--- src/rtl/rst_seq_ctrl_if.sv ---
// ---------------------------------------------------------------------------
// rst_seq_ctrl_if
//
// Purpose: bundles the request/status signals of the staged reset
// distributor so that the controller and its consumers share one port.
//
// Signals:
//   soft_rst_req   requester -> controller, level request for a staged re-reset
//   rst_n_out      controller -> blocks, per-stage active-low resets
//   seq_done       controller -> requester, all stages released, in RUN
//   soft_rst_busy  controller -> requester, sequence in progress
//   rst_ack_in     blocks -> controller, per-stage ready level
//                  (present only when RSTSEQ_ACK_EN is defined)
//
// Modports:
//   master  requester / reset consumers side
//   slave   the rst_seq_ctrl controller
//
// Build option: RSTSEQ_ACK_EN adds the rst_ack_in handshake.
// ---------------------------------------------------------------------------
interface rst_seq_ctrl_if #(
  parameter int NUM_STAGES = 4
);

  logic                  soft_rst_req;
  logic [NUM_STAGES-1:0] rst_n_out;
  logic                  seq_done;
  logic                  soft_rst_busy;
`ifdef RSTSEQ_ACK_EN
  logic [NUM_STAGES-1:0] rst_ack_in;
`endif

`ifdef RSTSEQ_ACK_EN
  modport master (
    output soft_rst_req,
    output rst_ack_in,
    input  rst_n_out,
    input  seq_done,
    input  soft_rst_busy
  );

  modport slave (
    input  soft_rst_req,
    input  rst_ack_in,
    output rst_n_out,
    output seq_done,
    output soft_rst_busy
  );
`else
  modport master (
    output soft_rst_req,
    input  rst_n_out,
    input  seq_done,
    input  soft_rst_busy
  );

  modport slave (
    input  soft_rst_req,
    output rst_n_out,
    output seq_done,
    output soft_rst_busy
  );
`endif

endinterface

--- src/rtl/rst_seq_ctrl.sv ---
// ---------------------------------------------------------------------------
// rst_seq_ctrl
//
// Purpose: staged reset distributor. Takes the synchronised system reset
// and produces NUM_STAGES active-low block resets, released in ascending
// order after power-up and, on a soft-reset request, asserted in
// descending order, held, then released again.
//
// Ports:
//   clk_sys    system clock
//   rst_n_sys  asynchronous active-low reset
//   bus        rst_seq_ctrl_if.slave: soft_rst_req in, rst_n_out /
//              seq_done / soft_rst_busy out (all registered),
//              rst_ack_in in when RSTSEQ_ACK_EN is defined
//
// Parameters:
//   NUM_STAGES  number of staged resets (2..8)
//   STAGE_DLY   clk_sys cycles between consecutive stage edges (>= 1)
//   HOLD_CYC    cycles all stages stay asserted before release (>= 1)
//
// Build option: RSTSEQ_ACK_EN gates each release on the ready level of the
// previously released stage, and RUN entry on the last stage's ready.
//
// state   | meaning
// --------+---------------------------------------------------------------
// HOLD    | all stages asserted, counting HOLD_CYC before releasing stage 0
// RELEASE | releasing stages 1..N-1, one every STAGE_DLY cycles
// RUN     | all stages released, waiting for a soft-reset request
// ASSERT  | asserting stages N-2..0, one every STAGE_DLY cycles
// ---------------------------------------------------------------------------
module rst_seq_ctrl #(
  parameter int NUM_STAGES = 4,
  parameter int STAGE_DLY  = 16,
  parameter int HOLD_CYC   = 8
) (
  input logic           clk_sys,
  input logic           rst_n_sys,
  rst_seq_ctrl_if.slave bus
);

  localparam int MAX_DLY = (STAGE_DLY > HOLD_CYC) ? STAGE_DLY : HOLD_CYC;
  // A one-cycle delay still needs a (constant zero) counter bit.
  localparam int CNT_W   = (MAX_DLY > 1) ? $clog2(MAX_DLY) : 1;
`ifdef RSTSEQ_ACK_EN
  // One extra index value marks "last stage released, waiting for its ack".
  localparam int IDX_W   = $clog2(NUM_STAGES + 1);
`else
  localparam int IDX_W   = $clog2(NUM_STAGES);
`endif

  localparam logic [CNT_W-1:0]      STAGE_TC  = CNT_W'(STAGE_DLY - 1);
  localparam logic [CNT_W-1:0]      HOLD_TC   = CNT_W'(HOLD_CYC - 1);
  localparam logic [IDX_W-1:0]      IDX_LAST  = IDX_W'(NUM_STAGES - 1);
  localparam logic [IDX_W-1:0]      IDX_PEN   = IDX_W'(NUM_STAGES - 2);
  localparam logic [NUM_STAGES-1:0] STAGE_ONE = NUM_STAGES'(1);
`ifdef RSTSEQ_ACK_EN
  localparam logic [IDX_W-1:0]      IDX_WAIT  = IDX_W'(NUM_STAGES);
`endif

  typedef enum logic [1:0] {
    S_HOLD,
    S_RELEASE,
    S_RUN,
    S_ASSERT
  } state_t;

  state_t                state_q, state_d;
  logic [CNT_W-1:0]      cnt_q, cnt_d;
  logic [IDX_W-1:0]      idx_q, idx_d;
  logic [NUM_STAGES-1:0] rst_n_q, rst_n_d;
  logic                  done_q, done_d;
  logic                  busy_q, busy_d;

  logic [NUM_STAGES-1:0] idx_mask;
  assign idx_mask = STAGE_ONE << idx_q;

`ifdef RSTSEQ_ACK_EN
  // Ready level of the stage released just before the current index.
  logic ack_prev;
  logic ack_last;
  assign ack_prev = |(bus.rst_ack_in & (STAGE_ONE << (idx_q - 1'b1)));
  assign ack_last = bus.rst_ack_in[NUM_STAGES-1];
`endif

  always_ff @(posedge clk_sys or negedge rst_n_sys) begin
    if (!rst_n_sys) begin
      state_q <= S_HOLD;
      cnt_q   <= '0;
      idx_q   <= '0;
      rst_n_q <= '0;
      done_q  <= 1'b0;
      busy_q  <= 1'b1;
    end else begin
      state_q <= state_d;
      cnt_q   <= cnt_d;
      idx_q   <= idx_d;
      rst_n_q <= rst_n_d;
      done_q  <= done_d;
      busy_q  <= busy_d;
    end
  end

  always_comb begin
    state_d = state_q;
    cnt_d   = cnt_q;
    idx_d   = idx_q;
    rst_n_d = rst_n_q;
    done_d  = done_q;
    busy_d  = busy_q;

    unique case (state_q)
      S_HOLD: begin
        if (cnt_q == HOLD_TC) begin
          rst_n_d = rst_n_q | STAGE_ONE;
          cnt_d   = '0;
          idx_d   = IDX_W'(1);
          state_d = S_RELEASE;
        end else begin
          cnt_d = cnt_q + 1'b1;
        end
      end

      S_RELEASE: begin
`ifdef RSTSEQ_ACK_EN
        if (idx_q == IDX_WAIT) begin
          if (ack_last) begin
            done_d  = 1'b1;
            busy_d  = 1'b0;
            state_d = S_RUN;
          end
        end else if (cnt_q == STAGE_TC) begin
          // Counter saturates at terminal count until the previous stage is ready.
          if (ack_prev) begin
            rst_n_d = rst_n_q | idx_mask;
            cnt_d   = '0;
            if (idx_q == IDX_LAST) begin
              if (ack_last) begin
                done_d  = 1'b1;
                busy_d  = 1'b0;
                state_d = S_RUN;
              end else begin
                idx_d = IDX_WAIT;
              end
            end else begin
              idx_d = idx_q + 1'b1;
            end
          end
        end else begin
          cnt_d = cnt_q + 1'b1;
        end
`else
        if (cnt_q == STAGE_TC) begin
          rst_n_d = rst_n_q | idx_mask;
          cnt_d   = '0;
          if (idx_q == IDX_LAST) begin
            done_d  = 1'b1;
            busy_d  = 1'b0;
            state_d = S_RUN;
          end else begin
            idx_d = idx_q + 1'b1;
          end
        end else begin
          cnt_d = cnt_q + 1'b1;
        end
`endif
      end

      S_RUN: begin
        if (bus.soft_rst_req) begin
          rst_n_d = rst_n_q & ~(STAGE_ONE << (NUM_STAGES - 1));
          done_d  = 1'b0;
          busy_d  = 1'b1;
          cnt_d   = '0;
          idx_d   = IDX_PEN;
          state_d = S_ASSERT;
        end
      end

      S_ASSERT: begin
        if (cnt_q == STAGE_TC) begin
          rst_n_d = rst_n_q & ~idx_mask;
          cnt_d   = '0;
          if (idx_q == '0) begin
            state_d = S_HOLD;
          end else begin
            idx_d = idx_q - 1'b1;
          end
        end else begin
          cnt_d = cnt_q + 1'b1;
        end
      end

      default: begin
        state_d = S_HOLD;
      end
    endcase
  end

  assign bus.rst_n_out     = rst_n_q;
  assign bus.seq_done      = done_q;
  assign bus.soft_rst_busy = busy_q;

endmodule

--- src/flat_wrapper.sv ---
// flat-port wrapper written by rule: the top's interface ports become plain ports
module rst_seq_ctrl_flat 
#(
  parameter int NUM_STAGES = 4,
  parameter int STAGE_DLY  = 16,
  parameter int HOLD_CYC   = 8
)
  (clk_sys, rst_n_sys, bus_soft_rst_req, bus_rst_n_out, bus_seq_done, bus_soft_rst_busy);
  rst_seq_ctrl_if #(.NUM_STAGES(NUM_STAGES)) bus_i ();
  input logic clk_sys;
  input logic rst_n_sys;
  input wire logic [$bits(bus_i.soft_rst_req)-1:0] bus_soft_rst_req;
  output wire logic [$bits(bus_i.rst_n_out)-1:0] bus_rst_n_out;
  output wire logic [$bits(bus_i.seq_done)-1:0] bus_seq_done;
  output wire logic [$bits(bus_i.soft_rst_busy)-1:0] bus_soft_rst_busy;
  assign bus_i.soft_rst_req = bus_soft_rst_req;
  assign bus_rst_n_out = bus_i.rst_n_out;
  assign bus_seq_done = bus_i.seq_done;
  assign bus_soft_rst_busy = bus_i.soft_rst_busy;
  rst_seq_ctrl #(.NUM_STAGES(NUM_STAGES), .STAGE_DLY(STAGE_DLY), .HOLD_CYC(HOLD_CYC)) u_core (.clk_sys(clk_sys), .rst_n_sys(rst_n_sys), .bus(bus_i));
endmodule
--- config.mk ---
export PLATFORM = sky130hd
export DESIGN_NAME = rst_seq_ctrl_flat
export DESIGN_NICKNAME = d
export VERILOG_FILES = /design/src/rtl/rst_seq_ctrl_if.sv /design/src/rtl/rst_seq_ctrl.sv /design/src/flat_wrapper.sv
export SDC_FILE = /design/constraint.sdc
export NUM_CORES = 1
export LEC_CHECK = 0
export CORE_MARGIN = 1.5
export CORE_UTILIZATION = 53
export CTS_BUF_LIST = sky130_fd_sc_hd__clkbuf_4 sky130_fd_sc_hd__clkbuf_8
export DETAILED_ROUTE_END_ITERATION = 16
export HOLD_SLACK_MARGIN = 0.08
export PLACE_DENSITY_LB_ADDON = 0.12
export SLEW_MARGIN = 20
export SYNTH_ARGS = -nofsm -noshare
export SYNTH_HDL_FRONTEND = slang
export SYNTH_SLANG_ARGS = --single-unit
--- constraint.sdc ---
create_clock -name clk_sys -period 1.9 [get_ports clk_sys]
set_input_delay 0.38 -clock clk_sys [delete_from_list [all_inputs] [get_ports clk_sys]]
set_output_delay 0.38 -clock clk_sys [all_outputs]
set_load 0.02 [all_outputs]
==> flow_metrics.tcl <==
set metrics [dict create \
    status "completed" \
    r2r_start "u_core.state_q[0]" \
    layout.cells.non_filler 144 \
    die_h_um 46.27 \
    synth-simple-area-share 0.2295 \
    r2r_end "u_core.idx_q[1]" \
    dp.cells 140 \
    path_clk_slew_ns 0.09 \
    gr-usage-all-layers 0.2103 \
    yosysUniqueCellTypes 43 \
    yosys-top-cells-area "dfrtp_1, ha_1, a21oi_1" \
    synthMuxAreaShare 0.05801 \
    antenna_found_initial 0 \
    drc 0 \
    syn_area_um2 992.2 \
    async_reset_ff_frac 1.000 \
    syn_avg_cell_area_um2 9.633 \
    cts_sinks 14 \
    critical_path_class "flop to flop" \
    syn_to_final_growth_pct 18.54 \
    layout-drive-gt1-share 0.2353 \
    antenna_left 0 \
    rsz0062_at_grt "no" \
    startpoint_type "flop" \
    setup_viol 0 \
    hold_class "primary input to asynchronous set/reset pin" \
    port_buffers 8 \
    slowest_stage "dfrtp_2" \
    io_pins 9 \
    synthCells 103 \
    synth.most_common_cell "dfrtp_1" \
    ys_ff_latch 14 \
    fin_util 0.6738 \
    synth-xor-area-share 0.01765 \
    drv_cap 0 \
    fmaxAchievable_mhz 539.9 \
    p_per_area_mw_per_mm2 455.1 \
    cp.arrival_ns 2.04 \
    final-hold-violation-count 0 \
    synth_nets 114 \
    final.min_clock_period_ns 1.852 \
    synth_adder_area_share 0.1009 \
    synth_top_cell_area_share 0.3279 \
    dieArea_mm2 0.002140 \
    gr-total-overflow 0 \
    p_total_mw 0.5352 \
    grt_pass1_vias 743 \
    p_leak_nw 0.4827 \
    cts-root-buf "clkbuf_4" \
    cts_tree "done" \
    gp_congestion 0.8149 \
    yosysSeqAreaShare 0.3544 \
    relSlewSlack 0.7577 \
    crit_fanout 6 \
    cp_slowest_stage_delay_ns 0.44 \
    drtIter0Drc 12 \
    synth_edf_count 0 \
    place_hpwl_um 1506 \
    core-area_mm2 0.001745 \
    grt_pass1_wl_um 3132 \
    dr.pass1.iters 4 \
    crit_path_end_kind "flop" \
    clockBufferDepth 2 \
    cts_buffers 3 \
    num_vias 829 \
    path_delay_family "simple AND/OR/NAND/NOR gates" \
    synth_compound_area_frac 0.1980 \
    path_buf_inv 1 \
    die_w_um 46.27 \
    ys.flop_type "dfrtp_1" \
    grt_max_degree 15 \
    start_util 0.5685 \
    yosysWarnings 0 \
    synthTopCellsByCount "dfrtp_1, ha_1, a21oi_1, nand2_1, nor2_1" \
    reg2regPathDepth 6 \
    worst_pin_slew_ns 0.3635 \
    vias_per_cell 5.757 \
    htree_levels 1 \
    crit_chain "inv_1 > ha_1 > or2_2 > o211ai_2 > nand3_1 > mux2_1" \
    n_antenna_cell 0 \
    vdd_drop_max_mv 0.3193 \
    drt-wirelength-per-cell_um 13.92 \
    synth.largest_area_cell "dfrtp_1" \
    synth_top_family_by_area "simple AND/OR/NAND/NOR gates" \
    worstSkewPairLatency_ns 0.29 \
    cts_setup_buffers 0 \
    final_nets 131 \
    fin_crit_sh 0.9749 \
    drt_wl_total_um 2005 \
    regToRegSetupSlack_ns 0.05 \
    skew_ns 0.003400 \
    hold_buffers 0 \
    final_max_slew_viol_count 0 \
    row_count 15 \
    cp.required_ns 2.09 \
]
[power breakdown]
| group | switching, mW | internal [mW] |
|---|---|---|
| clock network | 0.109 | 0.117 |
| logic | 0.00693 | 0.00500 |
| registers | 0 | 0.298 |
| total | 0.115 | 0.420 |
[metal layers]
layer | track usage | vias to the layer above | wire [um]
met5 | 0 | - | 0
li1 | - | 407 | -
met3 | 0.03529 | 7 | 76
met4 | 0.1029 | 0 | 47
met1 | 0.2565 | 391 | 930
met2 | 0.3528 | 24 | 950
[flip-flops by register name, summed over array words and instances (netlist names)]
signal                    count
u_core.bus.rst_n_out          4
u_core.cnt_q                  4
u_core.idx_q                  2
u_core.state_q                2
u_core.bus.seq_done           1
u_core.bus.soft_rst_busy      1
[final cells by class]
cell class	instances	area, um^2
Tap cell	25	31.28
Multi-Input combinational cell	81	599.3
Fill cell	143	569.3
Clock buffer	4	36.28
Sequential cell	14	354.1
Inverter	4	15.01
Timing Repair Buffer	16	140.1
[worst max path at each step]
stage / endpoint / slack, ns / startpoint / cells after the start
after global placement: u_core.idx_q[1] / 0.05 / u_core.state_q[0] / 6
after CTS: u_core.idx_q[1] / 0.02 / u_core.state_q[1] / 6
after detailed placement: u_core.idx_q[1] / -0.004 / u_core.state_q[0] / 6
final: u_core.idx_q[1] / 0.05 / u_core.state_q[0] / 6
after global routing: u_core.idx_q[1] / 0.01 / u_core.state_q[1] / 6
after floorplan: u_core.state_q[1] / 0.04 / u_core.state_q[0] / 7
[cell families after synthesis]
family,after synthesis
and+or+nand+nor,38
AOI/OAI and AO/OA,28
DFF,14
buffers and inverters,8
adders and majority gates,8
muxes,5
xor gates and xnor gates,2
[placed cells by master (no fill, tap or decap), types with 2 or more instances in the layout]
cell / instances
and2_1: 2
a21oi_1: 7
nor3_1: 2
a31oi_1: 2
a21o_2: 3
nand2b_1: 3
nand2_1: 7
o22a_1: 2
clkbuf_4: 3
o21ai_0: 5
nor2_1: 7
nand4_1: 2
ha_1: 8
nand3_2: 2
buf_4: 8
nand3_1: 2
inv_1: 4
clkdlybuf4s50_1: 8
dfrtp_2: 2
dfrtp_1: 11
and4b_1: 2
mux2i_1: 2
or3_2: 2
[worst register-to-register path, stage by stage, from the launching register on]
cell      delay [ns]
dfrtp_2         0.44
inv_1           0.11
ha_1            0.23
or2_2           0.32
o211ai_2        0.14
nand3_1         0.18
mux2_1          0.33
[stage by stage]
stage               instance area, um^2  setup slack [ns]  hold WS [ns]   TNS [ns]
CTS                                1175           0.02353        0.3872          0
global placement                   1137           0.05164        0.4750          0
floorplan                         992.2           0.04282       0.08441          0
detailed placement                 1137         -0.004416        0.4765  -0.004416
finish                             1176           0.04766        0.3805          0
global route                       1176           0.01369        0.4091          0
[what timing repair did]
action / CTS / global route
gates resized for setup: 1 / 1
pin swaps: 0 / 0
endpoints found under the hold margin: 0 / 0
endpoints found under the setup margin: 1 / 6
No activity file was read; power rests on OpenSTA's default activity.
